[config.mk]
export PLATFORM = sky130hd
export DESIGN_NAME = load_store_unit
export DESIGN_NICKNAME = d
export VERILOG_FILES = /design/src/rtl/lsu_pkg.sv /design/src/rtl/lsu_align.sv /design/src/rtl/load_store_unit.sv
export SDC_FILE = /design/constraint.sdc
export NUM_CORES = 1
export LEC_CHECK = 0
export BUFFER_PORTS_ARGS = -buffer_cell sky130_fd_sc_hd__buf_2
export CAP_MARGIN = 15
export CORE_UTILIZATION = 44
export DETAILED_ROUTE_END_ITERATION = 8
export PLACE_DENSITY = 0.75
export SETUP_SLACK_MARGIN = 0.02
export SLEW_MARGIN = 25
export SYNTH_ARGS = -nofsm -noshare
export SYNTH_HDL_FRONTEND = slang
export SYNTH_SLANG_ARGS = --single-unit
[constraint.sdc]
create_clock -name clk -period 2.8 [get_ports clk]
set_input_delay 0.42 -clock clk [delete_from_list [all_inputs] [get_ports clk]]
set_output_delay 0.42 -clock clk [all_outputs]
set_load 0.01 [all_outputs]
[src/rtl/lsu_pkg.sv]
// lsu_pkg: shared funct3 codes, FSM states and the access legality check
package lsu_pkg;
  localparam logic [2:0] F3_B = 3'd0;
  localparam logic [2:0] F3_H = 3'd1;
  localparam logic [2:0] F3_W = 3'd2;
  localparam logic [2:0] F3_BU = 3'd4;
  localparam logic [2:0] F3_HU = 3'd5;
  typedef enum logic [1:0] {IDLE, LOAD, RMW} lsu_state_t;
  function automatic logic access_ok(input logic we, input logic [2:0] f3, input logic [1:0] off);
    return (f3 == F3_B) || (f3 == F3_H && !off[0]) || (f3 == F3_W && off == 2'b00) ||
           (!we && (f3 == F3_BU || (f3 == F3_HU && !off[0])));
  endfunction
endpackage

[src/rtl/lsu_align.sv]
// lsu_align: load lane extract/extend and sub-word store merge into the old word
module lsu_align
  import lsu_pkg::*;
(
  input  logic [31:0] rd,
  input  logic [1:0]  off,
  input  logic [2:0]  f3,
  input  logic [31:0] wdata,
  output logic [31:0] ld_data,
  output logic [31:0] st_data
);
  logic [7:0] b;
  logic [15:0] h;
  logic [31:0] mask, ins;
  assign b = off == 2'd0 ? rd[7:0] : off == 2'd1 ? rd[15:8] : off == 2'd2 ? rd[23:16] : rd[31:24];
  assign h = off[1] ? rd[31:16] : rd[15:0];
  assign ld_data = f3 == F3_B  ? {{24{b[7]}}, b} :
                   f3 == F3_BU ? {24'b0, b} :
                   f3 == F3_H  ? {{16{h[15]}}, h} :
                   f3 == F3_HU ? {16'b0, h} : rd;
  assign mask = f3 == F3_B ? 32'h0000_00ff << {off, 3'b000} :
                f3 == F3_H ? (off[1] ? 32'hffff_0000 : 32'h0000_ffff) : 32'hffff_ffff;
  assign ins = f3 == F3_B ? {4{wdata[7:0]}} : f3 == F3_H ? {2{wdata[15:0]}} : wdata;
  assign st_data = (rd & ~mask) | (ins & mask);
endmodule

[src/rtl/load_store_unit.sv]
// load_store_unit: RV32I load/store front end for a word-addressed registered-read memory
module load_store_unit
  import lsu_pkg::*;
#(
  parameter int DATA_WIDTH = 32,
  parameter int ADDRESS_WIDTH = 16
) (
  input  logic                     clk,
  input  logic                     rst_n,
  input  logic                     req_valid,
  output logic                     req_ready,
  input  logic                     req_we,
  input  logic [2:0]               req_funct3,
  input  logic [ADDRESS_WIDTH+1:0] req_addr,
  input  logic [DATA_WIDTH-1:0]    req_wdata,
  output logic                     resp_valid,
  output logic [DATA_WIDTH-1:0]    resp_data,
  output logic                     resp_err,
  output logic [ADDRESS_WIDTH-1:0] mem_a,
  output logic [DATA_WIDTH-1:0]    mem_wd,
  output logic                     mem_we,
  input  logic [DATA_WIDTH-1:0]    mem_rd
);
  lsu_state_t state;
  logic [ADDRESS_WIDTH-1:0] lat_a;
  logic [1:0] lat_off;
  logic [2:0] lat_f3;
  logic [DATA_WIDTH-1:0] lat_wd, ld_data, st_data;
  logic ok;
  assign ok = access_ok(req_we, req_funct3, req_addr[1:0]);
  assign req_ready = state == IDLE;
  assign mem_a = state == IDLE ? req_addr[ADDRESS_WIDTH+1:2] : lat_a;
  assign mem_wd = state == RMW ? st_data : req_wdata;
  assign mem_we = rst_n && (state == RMW ||
                  (state == IDLE && req_valid && req_we && req_funct3 == F3_W && ok));
  lsu_align u_align (
    .rd(mem_rd),
    .off(lat_off),
    .f3(lat_f3),
    .wdata(lat_wd),
    .ld_data(ld_data),
    .st_data(st_data)
  );
  // accept requests, sequence load/RMW and emit the one-cycle response pulse
  always_ff @(posedge clk) begin
    if (!rst_n) begin
      state <= IDLE;
      resp_valid <= 1'b0;
      resp_err <= 1'b0;
      resp_data <= '0;
    end else begin
      resp_valid <= 1'b0;
      resp_err <= 1'b0;
      resp_data <= '0;
      case (state)
        IDLE: if (req_valid) begin
          lat_a <= req_addr[ADDRESS_WIDTH+1:2];
          lat_off <= req_addr[1:0];
          lat_f3 <= req_funct3;
          lat_wd <= req_wdata;
          if (!ok) begin
            resp_valid <= 1'b1;
            resp_err <= 1'b1;
          end else if (req_we && req_funct3 == F3_W) resp_valid <= 1'b1;
          else state <= req_we ? RMW : LOAD;
        end
        LOAD: begin
          resp_valid <= 1'b1;
          resp_data <= ld_data;
          state <= IDLE;
        end
        default: begin
          resp_valid <= 1'b1;
          state <= IDLE;
        end
      endcase
    end
  end
endmodule

==> results of run 1 <==
## cell usage in the layout (no fill, tap or decap), types with 4 or more instances in the layout
cell type    n
a21oi_1      6
a22oi_1     19
nand3_1      9
a221o_1      8
nor3_1      13
o21ai_2     10
nand2b_1     4
nand2_1     32
dfxtp_1     36
o21ai_0     29
mux2i_1     35
nor2b_1      8
buf_4       11
buf_2      172
edfxtp_1    53
clkbuf_8    12
o22ai_1      5
mux2_2      16
o211ai_1     8
a31oi_1      7
a2111oi_0    4
nor2_1      26
## routing by layer
metal  GRT usage (%)  wire length [um]
met5               0                 0
met4           13.74               424
met3           5.424              1265
met2           38.67              6051
met1           34.56              5460
## critical path, stage by stage (launching register included)
cell	delay (ns)
edfxtp_1	0.71
o21bai_1	0.22
and3_1	0.40
a22oi_1	0.14
o21ai_0	0.13
buf_2	0.18
## metrics by stage
step	setup slack (ns)	hold WS, ns	power, W	area [um2]
after global placement	0.5585	0.6089	0.001859	5409
after CTS	0.06762	0.2223	0.002691	5593
final	0.2385	0.2366	0.002670	5599
after detailed placement	0.4925	0.6136	0.001869	5409
after global routing	0.05603	0.2109	0.002788	5599
after floorplan	0.2841	0.4928	0.001678	4448
## kinds of logic after synthesis
| group | Yosys count | synth area share, % |
|---|---|---|
| AOI/OAI and AO/OA | 114 | 18.41 |
| buffers and inverters | 30 | 3.744 |
| DFF | 89 | 52.03 |
| muxes | 56 | 14.72 |
| and+or+nand+nor | 104 | 11.09 |
## power groups by stage
stage	combinational (W)	sequential (W)	clock, W
global route	0.000422	0.00146	0.000907
floorplan	0.000201	0.00148	0
detailed placement	0.000385	0.00148	0
finish	0.000391	0.00145	0.000825
global placement	0.000377	0.00148	0
CTS	0.000387	0.00145	0.000849
## synth_stat cells (all sizes together), types with 2 or more instances
cell     number  share of area [%]
a2111oi       4               0.79
a211o         2               0.39
a21boi        2               0.59
a21oi         8               0.99
a221o         8                1.8
a22o          2               0.39
a22oi        19                3.2
a31oi         7               0.99
and3          2               0.28
buf          13                2.3
clkbuf       13                1.1
dfxtp        36                 16
edfxtp       53                 36
inv           4               0.34
mux2         16                4.1
mux2i        35                7.9
mux4          5                2.8
nand2        33                3.0
nand2b        4               0.56
nand3         9                1.0
nand3b        2               0.42
nor2         28                2.4
nor2b         9                1.3
nor3         13                1.5
o211ai        8                1.4
o21ai        40                5.6
o21bai        2               0.34
o22ai         5               0.70
or2           2               0.34
## area by class of cell
cell class	instances	area, um2
clock buffer	14	172.7
clock inverter	2	11.26
fill	874	4175
inverter	4	18.77
multi-input combinational	274	1974
sequential	89	2312
tap	133	166.4
timing repair buffer	183	943.4
## path summary, 6_finish.rpt
check,startpoint,to,slack (ns),depth (start not counted)
setup / recovery,lat_off[1],mem_wd[15],0.24,5
hold / removal,req_addr[16],lat_a[14],0.24,1
setup reg to reg,lat_off[1],resp_data[29],0.75,5
hold reg to reg,lat_f3[0],resp_data[4],0.77,3
## registers in the layout, summed over array words and instances (netlist names)
| name | count |
|---|---|
| resp_valid | 1 |
| resp_data | 32 |
| lat_a | 16 |
| resp_err | 1 |
| state | 2 |
| lat_f3 | 3 |
| lat_wd | 32 |
| lat_off | 2 |
## timing repair
item,4_1_cts,5_1_grt
resized for setup,0,2
setup buffers,0,0
endpoints found under the setup margin,0,9
==> reports/metrics.yaml, run 1 <==
floorplan:
  die_area_um2: 10510
  die_y_um: 102.5
  num_rows: 36
  io_pins: 173
  chipWidth_um: 102.5
  core_area_um2: 9774
  start_util_pct: 45.47
cts:
  clk_pin_slew_ns: 0.09
  numCtsBuffers: 9
  clk_path_buf_depth: 2
  cts_tree: "yes"
  holdBufCountCts: 0
  clock_sinks: 89
  cts_root_buf: "clkbuf_8"
  worstSkewPairLatency_ns: 0.36
  htree_levels: 3
layout:
  final_util_pct: 57.28
  area_growth_pct: 25.99
  n_antenna_cell: 0
  drive_gt1_share_pct: 41.70
  fin_cells: 699
  nets: 650
status:
  status: "complete, no violations"
power:
  p_seq_share_pct: 54.5
  power.leakage_nw: 2.429
  internal-power_w: 0.001995
  comb_power_share_pct: 14.6
  power.density_nw_per_um2: 476.9
  clkPwrFrac_pct: 30.9
  power_switching_share_pct: 25.30
  vdd_ir_drop_max_uv: 208.1
  switching_power_w: 0.0006756
synthesis:
  synth-async-reset-ratio_pct: 0
  netlist_instances: 393
  ys.warnings.count: 0
  synth_ff_type: "edfxtp_1"
  syn-num-nets: 482
  syn_area_per_cell_um2: 11.31
  ys_seq_area_share_pct: 52.03
  synth_cell_types: 52
  ys_ff_latch: 89
  synth-edff-count: 53
  syn_area_um2: 4444
placement:
  numPortBuffers: 172
  hpwl_mm: 9.859
  gp_congestion: 0.8844
  dp_cells: 683
grt:
  grt-ovfl-total: 0
  grt_usage_pct: 25.61
  grt_max_degree: 54
  grt_pass1_wl_mm: 19.48
  grt_pass1_vias: 3583
  antenna_found_initial: 0
min_path:
  hold_class: "in -> reg"
setup_path:
  end_kind: "output port"
  cp-start-kind: "flop"
  arrival_ns: 2.14
  crit_required_ns: 2.38
  critical_path_class: "reg -> out"
  crit_path_max_fanout: 14
drt:
  ant_nets: 0
  dr.pass1.iters: 5
  drt_wl_total_mm: 13.20
  via_count: 3992
  drc: 0
  viasPerCell: 5.711
  routedWlPerCell_um: 18.89
  drt_iter0_drc: 274
sta:
  rsz0062_at_grt: "false"
  timing.final.hold_violations: 0
  drv_slew: 0
  setup_violations: 0
  finalSetupTns_ns: 0
  period_share_pct: 91.48
  period_minus_slack_ns: 2.562
  fmax_mhz: 390.4
  worst_slew_pin_slew_ns: 0.9815
  skew_ns: 0.008468
  slew_headroom_pct: 34.43
job:
  cap_violations: 0
(Power assumes the default switching activity.)
==> run 2: changes to the inputs <==
--- a/config.mk
+++ b/config.mk
@@ -7,11 +7,12 @@
 export LEC_CHECK = 0
 export BUFFER_PORTS_ARGS = -buffer_cell sky130_fd_sc_hd__buf_2
 export CAP_MARGIN = 15
-export CORE_UTILIZATION = 44
+export CORE_UTILIZATION = 45
 export DETAILED_ROUTE_END_ITERATION = 8
-export PLACE_DENSITY = 0.75
+export PLACE_DENSITY = 0.76
 export SETUP_SLACK_MARGIN = 0.02
 export SLEW_MARGIN = 25
 export SYNTH_ARGS = -nofsm -noshare
 export SYNTH_HDL_FRONTEND = slang
+export SYNTH_HIERARCHICAL = 1
 export SYNTH_SLANG_ARGS = --single-unit
==> run 2 against run 1 <==
Maximum frequency decreased by 3.1%. Synthesized cell count increased by 8.1%. Die area increased by 4.1%. Sequential power about the same. Routed wire length decreased by 5.1%. Combinational power increased by 16%. Core utilization increased by 0.59 points. Largest power group unchanged.
==> reports/metrics.yaml, run 2 <==
power:
  power.density_nw_per_um2: 449.5  # -5.8%
  vdd_ir_drop_max_uv: 230.5  # +11%
  power_w: 0.002674  # +0.12%
  power.leakage_nw: 2.605  # +7.3%
layout:
  drive_gt1_share_pct: 46.53  # +4.8 points
  area_growth_pct: 25.57
  mostFrequentLayoutCells: "172 x buf_2, 57 x mux2_2, 53 x edfxtp_1, 36 x dfxtp_1"
  final_util_pct: 57.88  # +0.59 points
  layout_commonest_cell: "buf_2"
  top_regs: "lat_wd (32), resp_data (32), lat_a (16)"
  fin_cells: 742  # +6.2%
  n_antenna_cell: 0  # unchanged
  fillers: 900  # +3.0%
  nets: 690  # +6.2%
drt:
  via_count: 3908  # -2.1%
  dr.pass1.iters: 7  # +2
  drt_iter0_drc: 185  # -32%
  ant_nets: 0  # unchanged
  drt_wl_total_mm: 12.53  # -5.1%
  viasPerCell: 5.267  # -7.8%
  routedWlPerCell_um: 16.88  # -11%
  drc: 0  # unchanged
synthesis:
  synthMuxAreaShare_pct: 21.16  # +6.4 points
  synth_ff_type: "edfxtp_1"
  yosys.area_share.xor_xnor_pct: 0  # unchanged
  synth_fa_ha_area_share_pct: 0  # unchanged
  syn_area_per_cell_um2: 11.15  # -1.4%
  yosysMostFrequentCell: "mux2_2"
  synth_compound_area_share_pct: 12.20  # -6.2 points
  synth_cell_types: 49  # -5.8%
  synth-async-reset-ratio_pct: 0  # unchanged
  yosysTopAreaCellShare_pct: 33.60  # -2.2 points
  syn-num-nets: 514  # +6.6%
  yosys-top-cells-count: "57 x mux2_2, 53 x edfxtp_1, 36 x dfxtp_1"
  ys_seq_area_share_pct: 48.81  # -3.2 points
  synthSimpleGateAreaFrac_pct: 13.23  # +2.1 points
  netlist_instances: 425  # +8.1%
  syn_area_um2: 4737  # +6.6%
  synth_area_leaders: "edfxtp_1 34%, dfxtp_1 15%, mux2_2 14%, mux2i_1 5.7%, and2_1 4.4%"
  ys.warnings.count: 6  # +6
  synth_area_leader_cell: "edfxtp_1"
  synth-edff-count: 53  # unchanged
  ys_ff_latch: 89  # unchanged
  synth_top_family_by_area: "multiplexers"
sta:
  finalSetupTns_ns: 0  # unchanged
  fmax_mhz: 378.2  # -3.1%
  timing.final.hold_violations: 0  # unchanged
  worst_slew_pin_slew_ns: 0.8768  # -0.1047 ns
  period_minus_slack_ns: 2.644  # +0.08237 ns
  worst_slack_ns: 0.1561  # -0.08237 ns
  skew_ns: 0.007920  # -0.0005486 ns
  rsz0062_at_grt: "false"
  drv_slew: 0  # unchanged
  slew_headroom_pct: 41.55  # +7.1 points
  period_share_pct: 94.43  # +2.9 points
  setup_violations: 0  # unchanged
floorplan:
  die_area_um2: 10940  # +4.1%
  die_y_um: 104.6  # +2.0%
  core_area_um2: 10280  # +5.1%
  chipWidth_um: 104.6  # +2.0%
  io_pins: 173  # unchanged
  num_rows: 37  # +2.8%
  start_util_pct: 46.09  # +0.62 points
status:
  status: "complete, no violations"
placement:
  hpwl_mm: 9.255  # -6.1%
  dpl_worst_slack_ns: 0.3357  # -0.1568 ns
  gp_congestion: 0.8802  # -0.47%
  dp_cells: 719  # +5.3%
  numPortBuffers: 172  # unchanged
cts:
  clock_sinks: 89  # unchanged
  cts_root_buf: "clkbuf_8"
  worstSkewPairLatency_ns: 0.37  # about the same
  htree_levels: 3  # unchanged
  clk_pin_slew_ns: 0.08  # about the same
  numCtsBuffers: 9  # unchanged
  holdBufCountCts: 0  # unchanged
  clk_path_buf_depth: 2  # unchanged
  cts_tree: "yes"
setup_path:
  slowest_delay_ns: 0.51  # -0.20 ns
  end_kind: "output port"
  worstReg2RegEnd: "resp_data[14]"
  arrival_ns: 2.22  # +0.08 ns
  critical_path_class: "reg -> out"
  cpLargestDelayFamily: "flip-flops"
  slowest_stage: "edfxtp_1"
  cp_cell_sequence: "nand2b_1 > a21oi_4 > buf_4 > o21ai_0 > mux2_2 > buf_2"
  crit_path_max_fanout: 9  # -5
  r2r_slack_ns: 0.74  # about the same
  reg2reg_from: "lat_off[1]"
  rr_worst_depth: 6  # +1
  crit_required_ns: 2.38  # about the same
  cp-start-kind: "flop"
  worst-path-buf-inv: 2  # +1
min_path:
  hold_class: "in -> reg"
  hold_start: "req_addr[9]"
  hold_end: "lat_a[7]"
  hold_depth: 1  # unchanged
grt:
  grt-ovfl-total: 0  # unchanged
  grt_pass1_vias: 3731  # +4.1%
  grt_use_met3_pct: 5.303  # -0.12 points
  antenna_found_initial: 0  # unchanged
  met1_usage_pct: 31.03  # -3.5 points
  grt_max_degree: 56  # +3.7%
  grt_usage_pct: 23.28  # -2.3 points
  grt.busiest_layer: "met2"
  grt_pass1_wl_mm: 19.58  # +0.50%
  grt_util_met2_pct: 35.24  # -3.4 points
job:
  cap_violations: 0  # unchanged
run 2: layer usage:
layer / wire, um / vias to the layer above
met5: 0 / -
met4: 339 / 0
met3: 902 / 25
met2: 5654 / 185
met1: 5629 / 1799
li1: - / 1899
run 2: cell families (layout without fill, tap and decap cells):
| group | Yosys count | after routing |
|---|---|---|
| muxes | 88 | 88 |
| and+or+nand+nor | 113 | 113 |
| DFF | 89 | 89 |
| buffers and inverters | 43 | 224 |
| AOI/OAI and AO/OA | 92 | 92 |
run 2: area by class of cell:
class	instances	area, um2	area share (%)
flip-flops and latches	89	2312	38.87
multi-input cells	293	2231	37.51
repair buffers	191	1013	17.04
well taps	136	170.2	2.861
clock buffers	13	138.9	2.335
inverters	17	63.81	1.073
clock inverters	3	18.77	0.3155
run 2: how the worst max path moves through the flow:
stage                             to  cells past startpoint      start
after global placement     mem_wd[7]                      5  lat_f3[0]
final                     mem_wd[22]                      6  lat_f3[0]
after detailed placement   mem_wd[2]                      5  lat_f3[0]
after CTS                 mem_wd[31]                      5  lat_f3[1]
after floorplan               mem_we                      3      rst_n
after global routing      mem_wd[19]                      6  lat_f3[0]
run 2: where the power goes:
| group | internal, W | total, W | switching [W] |
|---|---|---|---|
| clock network | 0.000323 | 0.000764 | 0.000441 |
| logic | 0.000211 | 0.000454 | 0.000243 |
| registers | 0.00143 | 0.00146 | 0.0000221 |
| total | 0.00197 | 0.00267 | 0.000706 |
run 2: what timing repair did:
action / 4_1_cts / 5_1_grt
buffers inserted: 0 / 7
pin swaps: 0 / 1
endpoints found under the setup margin: 17 / 22
resized for setup: 3 / 2
run 2: stage by stage:
step	hold slack, ns	cell area, um2
final	0.2330	5948
after global routing	0.2143	5948
after CTS	0.2159	5894
after detailed placement	0.6118	5719
after global placement	0.5789	5719
after floorplan	0.5189	4737
